$ cat config.mk
export PLATFORM = sky130hd
export DESIGN_NAME = core_dbg_regs_flat
export DESIGN_NICKNAME = d
export VERILOG_FILES = /design/src/rtl/core_pkg.sv /design/src/rtl/core_dbg_regs_if.sv /design/src/rtl/dbg_itr_fifo.sv /design/src/rtl/core_dbg_regs.sv /design/src/flat_wrapper.sv
export SDC_FILE = /design/constraint.sdc
export NUM_CORES = 2
export LEC_CHECK = 0
export BUFFER_PORTS_ARGS = -buffer_cell sky130_fd_sc_hd__buf_2
export CELL_PAD_IN_SITES_DETAIL_PLACEMENT = 1
export CELL_PAD_IN_SITES_GLOBAL_PLACEMENT = 1
export CORE_MARGIN = 2
export CORE_UTILIZATION = 54
export CTS_CLUSTER_DIAMETER = 150
export DETAILED_ROUTE_END_ITERATION = 16
export HOLD_SLACK_MARGIN = 0.05
export PLACE_DENSITY_LB_ADDON = 0.2
export SYNTH_ARGS = -nofsm -noshare
export SYNTH_HDL_FRONTEND = slang
export SYNTH_SLANG_ARGS = --single-unit
$ cat constraint.sdc
create_clock -name clk -period 81.4 [get_ports clk]
set_clock_uncertainty 0.15 [all_clocks]
set_input_delay 16.28 -clock clk [delete_from_list [all_inputs] [get_ports clk]]
set_output_delay 16.28 -clock clk [all_outputs]
set_load 0.05 [all_outputs]
$ cat src/rtl/core_pkg.sv
// Shared constants and status layout for the core debug register file.
package core;

  localparam int unsigned DBGI_STATUS = 1;
  localparam int unsigned DBGI_ITR3   = 3;
  localparam int unsigned DBGI_ITRCNT = 4;

  // Low 16 bits of the STATUS register; everything above reads as zero.
  typedef struct packed {
    logic [7:0] level;
    logic [5:0] rsvd;
    logic       valid;
    logic       overflow;
  } dbg_status_t;

endpackage

$ cat src/rtl/core_dbg_regs_if.sv
// Debug request/response bus between the debug APB slave (master) and the core register file (slave).
interface core_dbg_regs_if #(
  parameter int ADDR_WIDTH = 5,
  parameter int DATA_WIDTH = 32
);
  logic                    dbg_req;
  logic                    dbg_wr_rd;
  logic [ADDR_WIDTH-1:0]   dbg_addr;
  logic [DATA_WIDTH-1:0]   dbg_wdata;
  logic [DATA_WIDTH/8-1:0] dbg_wstrobe;
  logic [DATA_WIDTH-1:0]   dbg_rdata;
  logic                    dbg_rd_ready;
  logic                    dbg_err;

  modport master (
    output dbg_req, dbg_wr_rd, dbg_addr, dbg_wdata, dbg_wstrobe,
    input  dbg_rdata, dbg_rd_ready, dbg_err
  );

  modport slave (
    input  dbg_req, dbg_wr_rd, dbg_addr, dbg_wdata, dbg_wstrobe,
    output dbg_rdata, dbg_rd_ready, dbg_err
  );
endinterface

$ cat src/rtl/dbg_itr_fifo.sv
// ITR instruction FIFO: any depth >= 2, pointers wrap at DEPTH-1, no push-to-head bypass.
module dbg_itr_fifo #(
  parameter int DEPTH = 4,
  parameter int WIDTH = 32
) (
  input  logic                       clk,
  input  logic                       rst,
  input  logic                       push_i,
  input  logic [WIDTH-1:0]           push_data_i,
  input  logic                       pop_i,
  output logic [WIDTH-1:0]           head_o,
  output logic                       full_o,
  output logic                       empty_o,
  output logic [$clog2(DEPTH+1)-1:0] level_o
);
  localparam int PTR_W = $clog2(DEPTH);
  localparam int LVL_W = $clog2(DEPTH + 1);

  logic [WIDTH-1:0] mem_q [DEPTH];
  logic [PTR_W-1:0] wr_ptr_q, rd_ptr_q;
  logic [LVL_W-1:0] level_q;
  logic             do_push, do_pop;

  function automatic logic [PTR_W-1:0] next_ptr(input logic [PTR_W-1:0] p);
    return (p == PTR_W'(DEPTH - 1)) ? '0 : p + 1'b1;
  endfunction

  assign empty_o = (level_q == '0);
  assign full_o  = (level_q == LVL_W'(DEPTH));
  assign level_o = level_q;
  assign head_o  = mem_q[rd_ptr_q];

  // A full FIFO still takes a push when the head leaves in the same cycle.
  assign do_pop  = pop_i & ~empty_o;
  assign do_push = push_i & (~full_o | do_pop);

  always_ff @(posedge clk or posedge rst) begin
    if (rst) begin
      wr_ptr_q <= '0;
      rd_ptr_q <= '0;
      level_q  <= '0;
    end else begin
      if (do_push) wr_ptr_q <= next_ptr(wr_ptr_q);
      if (do_pop)  rd_ptr_q <= next_ptr(rd_ptr_q);
      case ({do_push, do_pop})
        2'b10:   level_q <= level_q + 1'b1;
        2'b01:   level_q <= level_q - 1'b1;
        default: level_q <= level_q;
      endcase
    end
  end

  // NOTE: storage is left unreset; an entry is only visible once the level covers it.
  always_ff @(posedge clk) begin
    if (do_push) mem_q[wr_ptr_q] <= push_data_i;
  end

endmodule

$ cat src/rtl/core_dbg_regs.sv
// Core-side debug register file with ITR injection FIFO toward Fetch.
// Optional pop counter register at DBGI_ITRCNT: define CORE_DBG_ITR_COUNT_EN.
module core_dbg_regs
  import core::*;
#(
  parameter int          ADDR_WIDTH = 5,
  parameter int          DATA_WIDTH = 32,
  parameter int unsigned NUM_REGS   = 32,
  parameter int          ITR_DEPTH  = 4,
  parameter int unsigned ITR_REG    = core::DBGI_ITR3,
  parameter int unsigned STATUS_REG = core::DBGI_STATUS
) (
  input  logic                           clk,
  input  logic                           rst,
  core_dbg_regs_if.slave                 dbg,
  output logic                           itr_valid,
  output logic [31:0]                    itr_insn,
  input  logic                           itr_ready,
  output logic [$clog2(ITR_DEPTH+1)-1:0] itr_level,
  output logic                           itr_overflow
);
  localparam int BYTES = DATA_WIDTH / 8;

  logic [DATA_WIDTH-1:0] regs_q [NUM_REGS];
  logic [DATA_WIDTH-1:0] rdata_q, cur_word, merged, rd_word;
  logic                  rd_ready_q, err_q, ovf_q, ovf_d;
  logic                  in_range, wr_en, rd_req, is_itr, is_status;
  logic                  itr_push, itr_pop, fifo_full, fifo_empty, ovf_set, status_clr;
  dbg_status_t           status;

  assign in_range  = 32'(dbg.dbg_addr) < NUM_REGS;
  assign wr_en     = dbg.dbg_req & dbg.dbg_wr_rd & in_range;
  assign rd_req    = dbg.dbg_req & ~dbg.dbg_wr_rd;
  assign is_itr    = (dbg.dbg_addr == ADDR_WIDTH'(ITR_REG));
  assign is_status = (dbg.dbg_addr == ADDR_WIDTH'(STATUS_REG));

`ifdef CORE_DBG_ITR_COUNT_EN
  logic [DATA_WIDTH-1:0] cnt_q;
  logic                  is_cnt;
  assign is_cnt = (dbg.dbg_addr == ADDR_WIDTH'(DBGI_ITRCNT));
`endif

  always_comb begin
    cur_word = '0;
    for (int i = 0; i < int'(NUM_REGS); i++) begin
      if (dbg.dbg_addr == ADDR_WIDTH'(i)) cur_word = regs_q[i];
    end
  end

  always_comb begin
    for (int b = 0; b < BYTES; b++) begin
      merged[8*b +: 8] = dbg.dbg_wstrobe[b] ? dbg.dbg_wdata[8*b +: 8] : cur_word[8*b +: 8];
    end
  end

  always_comb begin
    status          = '0;
    status.overflow = ovf_q;
    status.valid    = ~fifo_empty;
    status.level    = 8'(itr_level);
  end

  always_comb begin
    rd_word = '0;
    if (in_range) begin
      if (is_status) rd_word = DATA_WIDTH'(status);
`ifdef CORE_DBG_ITR_COUNT_EN
      else if (is_cnt) rd_word = cnt_q;
`endif
      else rd_word = cur_word;
    end
  end

  assign itr_push   = wr_en & is_itr;
  assign itr_pop    = itr_valid & itr_ready;
  assign ovf_set    = itr_push & fifo_full & ~itr_pop;
  assign status_clr = wr_en & is_status & dbg.dbg_wstrobe[0] & dbg.dbg_wdata[0];
  // Set has priority over a clear landing in the same cycle.
  assign ovf_d      = ovf_set | (ovf_q & ~status_clr);

  dbg_itr_fifo #(
    .DEPTH (ITR_DEPTH),
    .WIDTH (32)
  ) u_itr_fifo (
    .clk         (clk),
    .rst         (rst),
    .push_i      (itr_push),
    .push_data_i (32'(merged)),
    .pop_i       (itr_pop),
    .head_o      (itr_insn),
    .full_o      (fifo_full),
    .empty_o     (fifo_empty),
    .level_o     (itr_level)
  );

  assign itr_valid    = ~fifo_empty;
  assign itr_overflow = ovf_q;

  // NOTE: the register array is reset because every register must read 0 after reset.
  always_ff @(posedge clk or posedge rst) begin
    if (rst) begin
      for (int i = 0; i < int'(NUM_REGS); i++) regs_q[i] <= '0;
    end else begin
      for (int i = 0; i < int'(NUM_REGS); i++) begin
        if (wr_en && dbg.dbg_addr == ADDR_WIDTH'(i) && i != int'(STATUS_REG)
`ifdef CORE_DBG_ITR_COUNT_EN
            && i != int'(DBGI_ITRCNT)
`endif
           ) begin
          regs_q[i] <= merged;
        end
      end
    end
  end

  always_ff @(posedge clk or posedge rst) begin
    if (rst) begin
      rdata_q    <= '0;
      rd_ready_q <= 1'b0;
      err_q      <= 1'b0;
      ovf_q      <= 1'b0;
    end else begin
      rd_ready_q <= rd_req;
      err_q      <= dbg.dbg_req & ~in_range;
      ovf_q      <= ovf_d;
      if (rd_req) rdata_q <= rd_word;
    end
  end

`ifdef CORE_DBG_ITR_COUNT_EN
  always_ff @(posedge clk or posedge rst) begin
    if (rst) begin
      cnt_q <= '0;
    end else if (wr_en && is_cnt) begin
      cnt_q <= itr_pop ? DATA_WIDTH'(1) : '0;
    end else if (itr_pop) begin
      cnt_q <= cnt_q + 1'b1;
    end
  end
`endif

  assign dbg.dbg_rdata    = rdata_q;
  assign dbg.dbg_rd_ready = rd_ready_q;
  assign dbg.dbg_err      = err_q;

endmodule
$ cat src/flat_wrapper.sv
// flat-port wrapper written by rule: the top's interface ports become plain ports
module core_dbg_regs_flat import core::*;
#(
  parameter int          ADDR_WIDTH = 5,
  parameter int          DATA_WIDTH = 32,
  parameter int unsigned NUM_REGS   = 32,
  parameter int          ITR_DEPTH  = 4,
  parameter int unsigned ITR_REG    = core::DBGI_ITR3,
  parameter int unsigned STATUS_REG = core::DBGI_STATUS
)
  (clk, rst, itr_valid, itr_insn, itr_ready, itr_level, itr_overflow, dbg_dbg_req, dbg_dbg_wr_rd, dbg_dbg_addr, dbg_dbg_wdata, dbg_dbg_wstrobe, dbg_dbg_rdata, dbg_dbg_rd_ready, dbg_dbg_err);
  core_dbg_regs_if #(.ADDR_WIDTH(ADDR_WIDTH), .DATA_WIDTH(DATA_WIDTH)) dbg_i ();
  input  logic clk;
  input  logic rst;
  output logic itr_valid;
  output logic [31:0] itr_insn;
  input  logic itr_ready;
  output logic [$clog2(ITR_DEPTH+1)-1:0] itr_level;
  output logic itr_overflow;
  input wire logic [$bits(dbg_i.dbg_req)-1:0] dbg_dbg_req;
  input wire logic [$bits(dbg_i.dbg_wr_rd)-1:0] dbg_dbg_wr_rd;
  input wire logic [$bits(dbg_i.dbg_addr)-1:0] dbg_dbg_addr;
  input wire logic [$bits(dbg_i.dbg_wdata)-1:0] dbg_dbg_wdata;
  input wire logic [$bits(dbg_i.dbg_wstrobe)-1:0] dbg_dbg_wstrobe;
  output wire logic [$bits(dbg_i.dbg_rdata)-1:0] dbg_dbg_rdata;
  output wire logic [$bits(dbg_i.dbg_rd_ready)-1:0] dbg_dbg_rd_ready;
  output wire logic [$bits(dbg_i.dbg_err)-1:0] dbg_dbg_err;
  assign dbg_i.dbg_req = dbg_dbg_req;
  assign dbg_i.dbg_wr_rd = dbg_dbg_wr_rd;
  assign dbg_i.dbg_addr = dbg_dbg_addr;
  assign dbg_i.dbg_wdata = dbg_dbg_wdata;
  assign dbg_i.dbg_wstrobe = dbg_dbg_wstrobe;
  assign dbg_dbg_rdata = dbg_i.dbg_rdata;
  assign dbg_dbg_rd_ready = dbg_i.dbg_rd_ready;
  assign dbg_dbg_err = dbg_i.dbg_err;
  core_dbg_regs #(.ADDR_WIDTH(ADDR_WIDTH), .DATA_WIDTH(DATA_WIDTH), .NUM_REGS(NUM_REGS), .ITR_DEPTH(ITR_DEPTH), .ITR_REG(ITR_REG), .STATUS_REG(STATUS_REG)) u_core (.clk(clk), .rst(rst), .dbg(dbg_i), .itr_valid(itr_valid), .itr_insn(itr_insn), .itr_ready(itr_ready), .itr_level(itr_level), .itr_overflow(itr_overflow));
endmodule
* Word-level counts from Yosys, hierarchy flattened
Memories as Yosys holds them, arrays and structs flattened. Index checks and enable logic that the tools add are counted. Widths: inputs -> output; s select.
Word-level totals: input bits 46, word-level logic and storage cells 173, bits in writable memories 128, register bits 1033, memories kept 1
Memories:
- u_core.u_itr_fifo.mem_q | depth 4, width 32, rd ports 1, clocked after memory_dff 0, write ports 1, RTL line dbg_itr_fifo.sv:19 | logic [WIDTH-1:0] mem_q [DEPTH];
Cells by class: add/subtract/negate cells 4, equality and inequality tests 36, multiplexer cells 42, reduce and logical (&&, ||, !) cells 34, bitwise operators 19
Operators with widths (count):
- $mux 32 | 33
- $eq 5x5->1 const B | 16
- $eq 5x4->1 const B | 8
- $mux 8 | 4
- $logic_and 1x1->1 | 31
- $eq 5x3->1 const B | 4
- $and 1x1->1 | 12
- $eq 5x2->1 const B | 2
- $eq 2x2->1 const B | 3
- $pmux 3 s2 | 1
- $eq 5x1->1 const B | 1
- $logic_not 5->1 | 1
- $not 1->1 | 5
- $add 2x1->2 const B | 2
- $mux 2 | 2
- $add 3x1->3 const B | 1
- $eq 3x3->1 const B | 1
- $logic_not 3->1 | 1
- $sub 3x1->3 const B | 1
- $eq 2x1->1 const B | 1
- $mux 1 | 2
- $or 1x1->1 | 2
- $reduce_bool 2->1 | 1

* Depth between registers and ports, before layout
word-level depth 34, mapped depth 16, depth with buffers taken out 9

* Modules after synthesis
From an unflattened synthesis, not the netlist that was laid out.
Unflattened totals: cells, all modules 5318, area, all modules 53242.3 µm²
By module, submodules not included:
- core_dbg_regs | cells an instance 5093, area an instance 48087.4 µm², times used 1
- dbg_itr_fifo | cells an instance 225, area an instance 5154.9 µm², times used 1

* Worst setup path before layout
OpenSTA, ideal clock, no wires.
path kind input to register, from input dbg_dbg_addr[4], to memory u_core.u_itr_fifo.mem_q[0][0] (enable), stages 8, required time 80.858 ns, library setup time 0.392 ns, slack 62.350 ns, arrival time 18.508 ns, cells stage by stage buf_2 > buf_2 > nor3_2 > buf_4 > buf_2 > nand3_1 > nor2_1 > and2_1
On the way: word-level cells in the longest chain between the ends 5
RTL lines:
- start, declared | RTL line flat_wrapper.sv:22 | input wire logic [$bits(dbg_i.dbg_addr)-1:0] dbg_dbg_addr;
- $eq 5x2->1 | RTL line core_dbg_regs.sv:34 | assign is_itr = (dbg.dbg_addr == ADDR_WIDTH'(ITR_REG));
- $and 1x1->1 | RTL line core_dbg_regs.sv:74 | assign itr_push = wr_en & is_itr;
- $and 1x1->1 | RTL line dbg_itr_fifo.sv:35 | assign do_push = push_i & (~full_o | do_pop);
- $mux 1 | RTL line dbg_itr_fifo.sv:55 | if (do_push) mem_q[wr_ptr_q] <= push_data_i;
- $mux 1 (not written as such) | RTL line dbg_itr_fifo.sv:55
- end, declared | RTL line dbg_itr_fifo.sv:19
Every way passes these cells.

* Worst setup path after layout
from input dbg_dbg_addr[0], to memory u_core.u_itr_fifo.mem_q[1][9] (data pin)
On the way: word-level cells in the longest chain between the ends 34, elaborated cells between the ends (all ways) 65, classes of those cells eq/ne: 31; mux: 33; reduce/logical: 1
RTL lines:
- $logic_not 5->1 | RTL line core_dbg_regs.sv:46 | if (dbg.dbg_addr == ADDR_WIDTH'(i)) cur_word = regs_q[i];
- $mux 32 (31 in series) | RTL line core_dbg_regs.sv:46
- $mux 32 (*) | RTL line core_dbg_regs.sv:46
- $mux 8 (*) | RTL line core_dbg_regs.sv:52 | merged[8*b +: 8] = dbg.dbg_wstrobe[b] ? dbg.dbg_wdata[8*b +: 8] : cur_word[8*b +: 8];
- net u_core.merged[9] | RTL line core_dbg_regs.sv:25 | logic [DATA_WIDTH-1:0] rdata_q, cur_word, merged, rd_word;
Mark *: on every way through the listed nets, which the timed path passes. The rest lies on a longest branch.

==> impl_metrics.ini <==
[synth]
synth_ff_type = dfrtp_1
netlist_area_sq_um = 53070
async_reset_ff_share_pct = 88.98
ys_seq_elements = 1161
ys_types = 101
synth.yosys.seq_area_share_pct = 55.96
syn_area_per_cell_sq_um = 9.757
netlist_instances = 5439
ys.warnings.count = 32
synth_edf_count = 128
synth.net_count = 5491

[critical_path]
worstPathRequired_ns = 81.58
r2r-start = u_core.regs_q[937]$_DFFE_PP0P_
reg2reg_slack_ns = 77.11
crit_slowest_cell = o21a_1
end_kind = flop
worstPathCellList = buf_8 -> buf_4 -> and2_2 -> buf_4 -> nand2_1 -> o22ai_1 -> a211o_1 -> a21oi_1 -> o311ai_1 -> o21a_1 -> inv_1
crit_top_cell = buf_4
startpoint = dbg_dbg_addr[0]
cp_num_buf_inv = 4
cp.arrival_ns = 21.98
criticalPathCategory = input port to flop
worst_path_largest_cell_delay_ns = 1.03
crit_family = compound AO/OA/AOI/OAI gates
start_kind = input port
worst-path-max-fanout = 58

[global_route]
first_global_vias = 47970
grt_pass1_wl_um = 319800
grt_max_degree = 174
grt_antenna_before_repair = 8
grt_overflow = 0
track_usage_pct = 42.47

[place]
gp_congestion = 0.9093
place_area_sq_um = 54400
placed_cells = 6484
place.detailed.hpwl_um = 135300
io_buffers = 115

[cts]
clk_pin_slew_worst_paths_ns = 0.06
cts_root_buf = clkbuf_16
clockBufferDepth = 3
cts_buffers = 120
cts_setup_buffers = 0
cts_num_sinks = 1161
cts_tree = done
ctsHoldBuffers = 0
cts_resized = 0
clkLatencyLatePin_ns = 0.74
h-tree-depth = 3

[job]
max_cap_violations = 0

[sta]
worstMarginPinSlew_ns = 1.274
setup_tns_ns = 0
drv_slew = 0
slew_headroom_pct = 12.84
rsz0062_at_grt = no
max_clock_freq_ghz = 0.04586
fin_hold_ws_ns = 0.3234
hold_viol_final = 0
fin_crit_ns = 21.81
layout_worst_path_cycle_share_pct = 26.79
setup_viol = 0

[power_and_ir_drop]
p_clk_share_pct = 36.3
leakage_nw = 25.41
swShare_pct = 31.59
p_comb_share_pct = 18.2
ir_drop_uv = 19.40
seqPwrFrac_pct = 45.5
p_sw_mw = 0.4894
power.internal_mw = 1.060
power_density_nw_per_um2 = 26.55

[drt]
viasPerCell = 6.916
final_antenna_net_count = 0
wl_per_cell_um = 32.13
wirelength_um = 215400
dr_total_vias = 46360
wirelength_met1_um = 81170
met2_length_um = 94640
wl_met3_um = 23790
routed.top_layer = met5
drtIter0Drc = 5868
drc = 0
dr.pass1.iters = 8

[cells_and_area]
drive_above_1_share_pct = 12.86
design_area_sq_um = 58350
syn2layout_area_growth_pct = 9.960
final_util_pct = 60.16
most-common-layout-cells = nand2_1 (1076), o21ai_0 (1074), dfrtp_1 (1032), nor2_1 (255), a21oi_1 (243)
final_common_cell = nand2_1
final_cells = 6704
nNetsFinal = 5382
fillers = 10660

[worst_hold_path]
min_from = u_core.regs_q[464]$_DFFE_PP0P_
hold_path_class = flop to flop

[die]
core-area_sq_um = 96990
die_w_um = 317.5
start_util_pct = 54.71
die_area_sq_um = 100800
rows = 114
dieHeight_um = 317.5
io_pins = 117

[outcome]
status = complete, no violations
-- layer usage --
metal,up-vias,global-route usage [%]
met1,23620,55.50
li1,18980,-
met3,836,10.90
met2,2921,63.70
met4,8,26.42
met5,-,0
-- kinds of logic (layout without fill, tap and decap cells) --
family / Yosys count / count (layout) / share of synthesized area, %
AOI/OAI and AO/OA: 1877 / 1877 / 20.79
and+or+nand+nor: 1613 / 1613 / 12.75
DFF: 1161 / 1161 / 55.96
buffers and inverters: 545 / 532 / 4.687
muxes: 234 / 234 / 5.623
adders and majority gates: 6 / 6 / 0.1556
xor gates and xnor gates: 2 / 2 / 0.03302
other: 1 / 3 / 0.007067
-- worst reg2reg max path: stages, from the launching register on --
cell and delay, ns:
dfrtp_1 0.38, o21ai_0 0.23, a22oi_1 0.14, o221ai_1 0.32, a21oi_1 0.22, o311ai_1 0.88, o21a_1 1.04, inv_1 0.52
-- cell type report --
cell class / count / area [sq um] / area share (%)
tap: 1276 / 1597 / 2.736
sequential: 1161 / 29690 / 50.89
antenna: 2 / 5.005 / 0.008577
inverter: 50 / 195.2 / 0.3345
timing repair buffer: 264 / 1744 / 2.989
multi-input combinational: 3733 / 21170 / 36.27
clock inverter: 43 / 478.0 / 0.8191
clock buffer: 175 / 3471 / 5.948
-- worst paths after layout --
path	endpoint	cells after the start
max	u_core.u_itr_fifo.mem_q[1][9]$_DFFE_PP_	11
min	u_core.regs_q[464]$_DFFE_PP0P_	2
max reg2reg	u_core.u_itr_fifo.mem_q[1][9]$_DFFE_PP_	7
min reg2reg	u_core.regs_q[464]$_DFFE_PP0P_	2
max in group asynchronous	u_core.u_itr_fifo.level_o[2]$_DFFE_PP0P_	6
min in group asynchronous	u_core.regs_q[992]$_DFFE_PP0P_	2
-- synth_stat cells (all sizes together), types with 49 or more instances --
cell type	instances	area (sq um)
o21ai	1111	5575
inv	49	183.9
buf	160	1036
mux2	93	1047
edfxtp	128	3844
o22ai	69	431.7
nand2	1091	4095
clkbuf	335	1264
a21oi	269	1440
mux2i	100	1013
nor2	258	973.4
nand3	64	320.3
dfrtp	1033	25850
a22oi	49	367.9
-- flip-flops by register name, summed over array words and instances (netlist names) --
| name | flops |
|---|---|
| u_core.u_itr_fifo.level_o | 3 |
| u_core.u_itr_fifo.rd_ptr_q | 2 |
| u_core.u_itr_fifo.wr_ptr_q | 2 |
| u_core.regs_q | 992 |
| u_core.dbg.dbg_rd_ready | 1 |
| u_core.itr_overflow | 1 |
| u_core.dbg.dbg_rdata | 32 |
| u_core.u_itr_fifo.mem_q | 128 |
-- power groups by stage --
stage	registers, mW	logic, mW	clock network [mW]
after floorplan	0.711	0.176	0
after global placement	0.706	0.260	0
after detailed placement	0.711	0.273	0
after CTS	0.702	0.278	0.563
after global routing	0.711	0.300	0.585
final	0.705	0.282	0.562
-- per-stage QoR --
step / total power [mW] / worst slack, ns
after floorplan: 0.8870 / 35.90
after global placement: 0.9656 / 59.34
after detailed placement: 0.9841 / 59.18
after CTS: 1.542 / 60.00
after global routing: 1.596 / 59.57
final: 1.549 / 59.59
Power figures use the tool's default switching activity.
